<file path="src/rtl/rs_ap_ctrl_pipeline_sink_if.sv">
// Handshake bundle between the start-token channel, the HLS kernel ap_ctrl
// pins and the upstream done-token channel, as seen by the pipeline sink.
interface rs_ap_ctrl_pipeline_sink_if;
  logic start_if_empty_n;
  logic start_if_dout;
  logic start_if_read;
  logic ap_start;
  logic ap_ready;
  logic ap_done;
  logic ap_idle;
  logic done_if_full_n;
  logic done_if_write;
  logic done_if_din;

  // Sink side: consumes start tokens, drives the kernel, produces done tokens.
  modport slave (
    input  start_if_empty_n, start_if_dout, ap_ready, ap_done, ap_idle, done_if_full_n,
    output start_if_read, ap_start, done_if_write, done_if_din
  );

  // Environment side: token FIFOs plus the kernel.
  modport master (
    output start_if_empty_n, start_if_dout, ap_ready, ap_done, ap_idle, done_if_full_n,
    input  start_if_read, ap_start, done_if_write, done_if_din
  );
endinterface

</file>
<file path="src/rtl/rs_ap_ctrl_pipeline_sink.sv">
// Kernel-side endpoint of a pipelined ap_ctrl channel: launches the kernel for
// each start token, tracks in-flight invocations and returns done tokens.
module rs_ap_ctrl_pipeline_sink #(
  parameter int unsigned MAX_INFLIGHT   = 2,
  parameter int unsigned DONE_CNT_WIDTH = 4
) (
  input  logic                      clk,
  input  logic                      reset,
  rs_ap_ctrl_pipeline_sink_if.slave bus,
  output logic [3:0]                inflight,
  output logic [DONE_CNT_WIDTH-1:0] pending_done,
  output logic                      err_overflow,
  output logic                      err_spurious
);

  typedef enum logic [0:0] {
    S_IDLE  = 1'b0,
    S_START = 1'b1
  } state_t;

  localparam logic [3:0]                MAX_INF  = 4'(MAX_INFLIGHT);
  localparam logic [DONE_CNT_WIDTH-1:0] CNT_MAX  = {DONE_CNT_WIDTH{1'b1}};
  localparam logic [DONE_CNT_WIDTH-1:0] CNT_ZERO = {DONE_CNT_WIDTH{1'b0}};
  localparam logic [DONE_CNT_WIDTH-1:0] CNT_ONE  = CNT_ZERO + 1'b1;

  state_t     state_r;
  logic       ap_start_r;
  logic       accept_s;
  logic       write_s;
  logic       spurious_s;
  logic       retire_s;
  logic       launch_s;
  logic [3:0] inflight_eff_s;
  logic       unused_s;

  assign bus.start_if_read = accept_s;
  assign bus.done_if_write = write_s;
  assign bus.done_if_din   = 1'b0;
  assign bus.ap_start      = ap_start_r;
  assign unused_s          = bus.ap_idle ^ bus.start_if_dout;

  // Handshake decode; the launch test credits a done arriving this same cycle.
  always_comb begin
    accept_s       = (state_r == S_START) && bus.ap_ready;
    write_s        = (pending_done != CNT_ZERO) && bus.done_if_full_n;
    spurious_s     = bus.ap_done && (inflight == 4'd0) && !accept_s;
    retire_s       = bus.ap_done && !spurious_s;
    inflight_eff_s = inflight - {3'b000, (bus.ap_done && (inflight != 4'd0))};
    launch_s       = bus.start_if_empty_n && (inflight_eff_s < MAX_INF);
  end

  // Start FSM with ap_start registered alongside the state.
  always_ff @(posedge clk) begin
    if (reset) begin
      state_r    <= S_IDLE;
      ap_start_r <= 1'b0;
    end else begin
      case (state_r)
        S_IDLE: begin
          if (launch_s) begin
            state_r    <= S_START;
            ap_start_r <= 1'b1;
          end else begin
            ap_start_r <= 1'b0;
          end
        end
        S_START: begin
          if (accept_s) begin
            state_r    <= S_IDLE;
            ap_start_r <= 1'b0;
          end else begin
            ap_start_r <= 1'b1;
          end
        end
        default: begin
          state_r    <= S_IDLE;
          ap_start_r <= 1'b0;
        end
      endcase
    end
  end

  // In-flight and pending-done counters with sticky error flags.
  always_ff @(posedge clk) begin
    if (reset) begin
      inflight     <= 4'd0;
      pending_done <= CNT_ZERO;
      err_overflow <= 1'b0;
      err_spurious <= 1'b0;
    end else begin
      case ({accept_s, retire_s})
        2'b10:   inflight <= inflight + 4'd1;
        2'b01:   inflight <= inflight - 4'd1;
        default: inflight <= inflight;
      endcase

      if (spurious_s) begin
        err_spurious <= 1'b1;
      end else begin
        err_spurious <= err_spurious;
      end

      // A done arriving with a saturated count is dropped unless a write frees a slot.
      case ({bus.ap_done, write_s})
        2'b10: begin
          if (pending_done == CNT_MAX) begin
            err_overflow <= 1'b1;
          end else begin
            pending_done <= pending_done + CNT_ONE;
          end
        end
        2'b01:   pending_done <= pending_done - CNT_ONE;
        default: pending_done <= pending_done;
      endcase
    end
  end

endmodule
</file>
<file path="src/flat_wrapper.sv">
// flat-port wrapper written by rule: the top's interface ports become plain ports
module rs_ap_ctrl_pipeline_sink_flat 
#(
  parameter int unsigned MAX_INFLIGHT   = 2,
  parameter int unsigned DONE_CNT_WIDTH = 4
)
  (clk, reset, inflight, pending_done, err_overflow, err_spurious, bus_start_if_empty_n, bus_start_if_dout, bus_ap_ready, bus_ap_done, bus_ap_idle, bus_done_if_full_n, bus_start_if_read, bus_ap_start, bus_done_if_write, bus_done_if_din);
  rs_ap_ctrl_pipeline_sink_if bus_i ();
  input  logic clk;
  input  logic reset;
  output logic [3:0] inflight;
  output logic [DONE_CNT_WIDTH-1:0] pending_done;
  output logic err_overflow;
  output logic err_spurious;
  input wire logic [$bits(bus_i.start_if_empty_n)-1:0] bus_start_if_empty_n;
  input wire logic [$bits(bus_i.start_if_dout)-1:0] bus_start_if_dout;
  input wire logic [$bits(bus_i.ap_ready)-1:0] bus_ap_ready;
  input wire logic [$bits(bus_i.ap_done)-1:0] bus_ap_done;
  input wire logic [$bits(bus_i.ap_idle)-1:0] bus_ap_idle;
  input wire logic [$bits(bus_i.done_if_full_n)-1:0] bus_done_if_full_n;
  output wire logic [$bits(bus_i.start_if_read)-1:0] bus_start_if_read;
  output wire logic [$bits(bus_i.ap_start)-1:0] bus_ap_start;
  output wire logic [$bits(bus_i.done_if_write)-1:0] bus_done_if_write;
  output wire logic [$bits(bus_i.done_if_din)-1:0] bus_done_if_din;
  assign bus_i.start_if_empty_n = bus_start_if_empty_n;
  assign bus_i.start_if_dout = bus_start_if_dout;
  assign bus_i.ap_ready = bus_ap_ready;
  assign bus_i.ap_done = bus_ap_done;
  assign bus_i.ap_idle = bus_ap_idle;
  assign bus_i.done_if_full_n = bus_done_if_full_n;
  assign bus_start_if_read = bus_i.start_if_read;
  assign bus_ap_start = bus_i.ap_start;
  assign bus_done_if_write = bus_i.done_if_write;
  assign bus_done_if_din = bus_i.done_if_din;
  rs_ap_ctrl_pipeline_sink #(.MAX_INFLIGHT(MAX_INFLIGHT), .DONE_CNT_WIDTH(DONE_CNT_WIDTH)) u_core (.clk(clk), .reset(reset), .bus(bus_i), .inflight(inflight), .pending_done(pending_done), .err_overflow(err_overflow), .err_spurious(err_spurious));
endmodule
</file>
<file path="config.mk">
export PLATFORM = sky130hd
export DESIGN_NAME = rs_ap_ctrl_pipeline_sink_flat
export DESIGN_NICKNAME = d
export VERILOG_FILES = /design/src/rtl/rs_ap_ctrl_pipeline_sink_if.sv /design/src/rtl/rs_ap_ctrl_pipeline_sink.sv /design/src/flat_wrapper.sv
export SDC_FILE = /design/constraint.sdc
export NUM_CORES = 1
export LEC_CHECK = 0
export CAP_MARGIN = 20
export CORE_MARGIN = 1.5
export CORE_UTILIZATION = 42
export CTS_BUF_LIST = sky130_fd_sc_hd__clkbuf_4
export DETAILED_ROUTE_END_ITERATION = 7
export GPL_ROUTABILITY_DRIVEN = 0
export MAX_ROUTING_LAYER = met4
export PLACE_DENSITY = 0.72
export SYNTH_ARGS = -nofsm -noshare
export SYNTH_HDL_FRONTEND = slang
export SYNTH_SLANG_ARGS = --single-unit
</file>
<file path="constraint.sdc">
create_clock -name clk -period 5.1 [get_ports clk]
set_clock_uncertainty 0.2 [all_clocks]
set_input_delay 1.53 -clock clk [delete_from_list [all_inputs] [get_ports clk]]
set_output_delay 1.53 -clock clk [all_outputs]
set_load 0.02 [all_outputs]
</file>
==> qor.tcl, run 1 <==
set qor(post_drt_via_cell_ratio) 5.10
set qor(number_of_synthesized_register_bits) 11
set qor(worst-setup-path-type) {input port to output port}
set qor(finalSetupViolCount) 0
set qor(worst_ep_arrival_time_ns) 2.84
set qor(port-buffer-count) 18
set qor(hold_buffers) 0
set qor(slew_violations) 0
set qor(core-area_um2) 1730
set qor(flow.area_growth_from_synthesis_pct) 28.0
set qor(leakage_nw) 0.413
set qor(ff_latch_area_um2) 220
set qor(synth.distinct_cells) 31
set qor(htree_num_levels) 1
set qor(grt_pass1_vias) 563
set qor(final_hold_viol_count) 0
set qor(final_antenna_net_count) 0
set qor(synth_area_leader_cell) {dfxtp_1}
set qor(core.rowCount) 15
set qor(yosys_warnings) 0
set qor(grtUsageTotal_pct) 17.5
set qor(yosysSeqAreaShare_pct) 28.2
set qor(ir_worst_vdd_mv) 0.290
set qor(async_reset_ff_share_pct) 0
set qor(route.vias.total) 699
set qor(syn_avg_cell_area_um2) 8.40
set qor(netlist_top_cells_area) {dfxtp_1 (28%), ha_1 (9.6%), nor2_1 (5.3%)}
set qor(unrepaired_setup_endpoints_after_global_routing) {false}
set qor(cts_tree) {yes}
set qor(synth_fp_nets) 109
set qor(initial_core_util_pct) 45.2
set qor(run_status) {completed}
set qor(dp.final_hpwl_mm) 1.18
set qor(number_of_flops_mapped_to_enable_cells_by_yosys) 0
set qor(critical_path_required_ns) 3.37
set qor(clock_latency_ns) 0.27
set qor(synth_top_family_by_area) {simple AND/OR/NAND/NOR gates}
set qor(post-route-worst-setup-slack_ns) 0.532
set qor(detail_route.wl_per_cell_um) 11.1
set qor(grt_max_degree) 14
set qor(final.min_clock_period_ns) 4.57
set qor(cts_setup_buffers) 0
set qor(post_synth_mux_area_share_pct) 1.28
set qor(netlist_instances) 93
set qor(synthFlopType) {dfxtp_1}
set qor(die-height_um) 46.1
set qor(share_of_the_synthesized_area_in_compound_gates_ao_oa_aoi_oai_pct) 20.8
set qor(synthDominantCellAreaShare_pct) 28.2
set qor(critPathLaunchType) {input port}
set qor(die_w_um) 46.1
set qor(drcViolationCount) 0
set qor(combined_area_of_the_multi_input_logic_cells_um2) 498
set qor(timing.critical_path.fanout_max) 4
set qor(timing.hold.worst.class) {flip-flop to flip-flop}
set qor(grt_first_pass_wirelength_mm) 2.46
set qor(die_area_um2) 2130
set qor(clk_pin_slew_ns) 0.07
set qor(mappedNetlistArea_um2) 781
set qor(totalNegativeSetupSlack_ns) 0
set qor(cts.path.max_buffers) 2
set qor(min_period_over_period_pct) 89.6
set qor(count_of_fill_cells_added_during_filler_insertion) 172
set qor(yosys.area_share.simple_pct) 22.0
set qor(grt-ovfl-total) 0
set qor(num-nets-final) 129
set qor(slew_headroom_pct) 65.2
set qor(postCtsResizedCells) 0
set qor(endpoint_kind) {output port}
set qor(antenna_cells) 0
set qor(clkSinkCount) 11
set qor(number_of_top_level_pins) 22
set qor(share_of_post_route_cells_with_drive_strength_above_1_pct) 8.93
set qor(cts_made_buffers) 3
set qor(synth_xor_area_share_pct) 4.49
set qor(routed_wl_mm) 1.52
set qor(synth-adder-area-share_pct) 14.7
set qor(dpl_worst_slack_ns) 0.540
set qor(drt_first_pass_iters) 4
set qor(root_buffer) {clkbuf_4}
set qor(worst_hold_slack_ns) 0.266
set qor(timing.fmax_mhz) 219
set qor(ys_top_cells_by_count) {dfxtp_1 (11), nor2_1 (11), inv_1 (9)}
set qor(power-per-cell-area_nw_per_um2) 549
set qor(drv_cap) 0
set qor(worst_pin_slew_ns) 0.520
set qor(antenna_violations_before_repair) 0
set qor(drt_first_iter_violations) 15
==> sequential cells by signal, indices dropped and copies added, names as in the netlist <==
signal               cells
u_core.inflight          4
u_core.err_overflow      1
u_core.state_r           1
u_core.pending_done      4
u_core.err_spurious      1
==> power by group <==
| part | switching, mW | total (mW) | internal, mW |
|---|---|---|---|
| Sequential | 0.0437 | 0.159 | 0.115 |
| Combinational | 0.173 | 0.327 | 0.154 |
| Clock | 0.0279 | 0.0635 | 0.0356 |
| Total | 0.245 | 0.549 | 0.304 |
==> final timing paths <==
check                                        start                          endpoint  slack, ns  cells past startpoint
setup / recovery                bus_done_if_full_n                 bus_done_if_write       0.53                      4
hold / removal    u_core.err_overflow$_SDFFE_PP0P_  u_core.err_overflow$_SDFFE_PP0P_       0.27                      2
setup reg to reg   u_core.inflight[2]$_SDFFE_PP0P_   u_core.inflight[3]$_SDFFE_PP0P_       2.51                      8
hold reg to reg   u_core.err_overflow$_SDFFE_PP0P_  u_core.err_overflow$_SDFFE_PP0P_       0.27                      2
==> placed cells by master (no fill, tap or decap), types with 2 or more instances in the layout <==
master           instances
a21oi_1                  8
a31oi_1                  3
clkbuf_4                 4
clkdlybuf4s50_1         18
dfxtp_1                 11
fa_1                     2
ha_1                     6
inv_1                    9
nand2_1                  4
nand2b_1                 2
nand3_1                  3
nor2_1                  11
nor3_1                   5
nor3b_2                  2
o21ai_1                  3
o31ai_1                  3
o41ai_2                  2
xor2_1                   4
==> area by class of cell <==
cell class              count  area share (%)
flip-flops and latches     11            22.0
inverters                  10            4.01
well taps                  25            3.13
repair buffers             18            18.0
clock buffers               4            3.00
multi-input cells          69            49.8
==> per-layer routing <==
| metal | up-vias | part of all wire, % | GRT usage (%) |
|---|---|---|---|
| met5 | - | 0 | - |
| met4 | 0 | 1.8 | 8.57 |
| met3 | 5 | 4.0 | 7.06 |
| met2 | 11 | 45 | 23.9 |
| met1 | 320 | 49 | 22.2 |
| li1 | 363 | - | - |
==> per-stage QoR <==
stage	area [um2]	utilization (%)	cells	power, mW
6_report	1000	57.9	137	0.549
5_1_grt	1000	57.9	137	0.603
4_1_cts	1000	57.9	137	0.555
3_5_place_dp	970	56.2	133	0.489
3_3_place_gp	970	56.2	133	0.482
2_1_floorplan	781	-	93	0.386
==> cell families (layout without fill, tap and decap cells) <==
family,after synthesis,in the layout
DFF,11,11
adders and majority gates,8,8
and+or+nand+nor,32,32
other,1,1
muxes,1,1
buffers and inverters,13,32
xor gates and xnor gates,4,4
AOI/OAI and AO/OA,23,23
==> worst max-delay path: stages <==
cell and delay, ns:
clkdlybuf4s50_1 0.54, o41ai_2 0.11, inv_1 0.06, clkdlybuf4s50_1 0.59
Power figures use the tool's default switching activity.
==> inputs of run 2 (changes only) <==
--- a/config.mk
+++ b/config.mk
@@ -13,6 +13,7 @@
 export GPL_ROUTABILITY_DRIVEN = 0
 export MAX_ROUTING_LAYER = met4
 export PLACE_DENSITY = 0.72
+export SETUP_SLACK_MARGIN = 0.15
 export SYNTH_ARGS = -nofsm -noshare
 export SYNTH_HDL_FRONTEND = slang
 export SYNTH_SLANG_ARGS = --single-unit
==> results of run 2 <==
No change in the layout: final DEF, timing and power equal those of run 1.
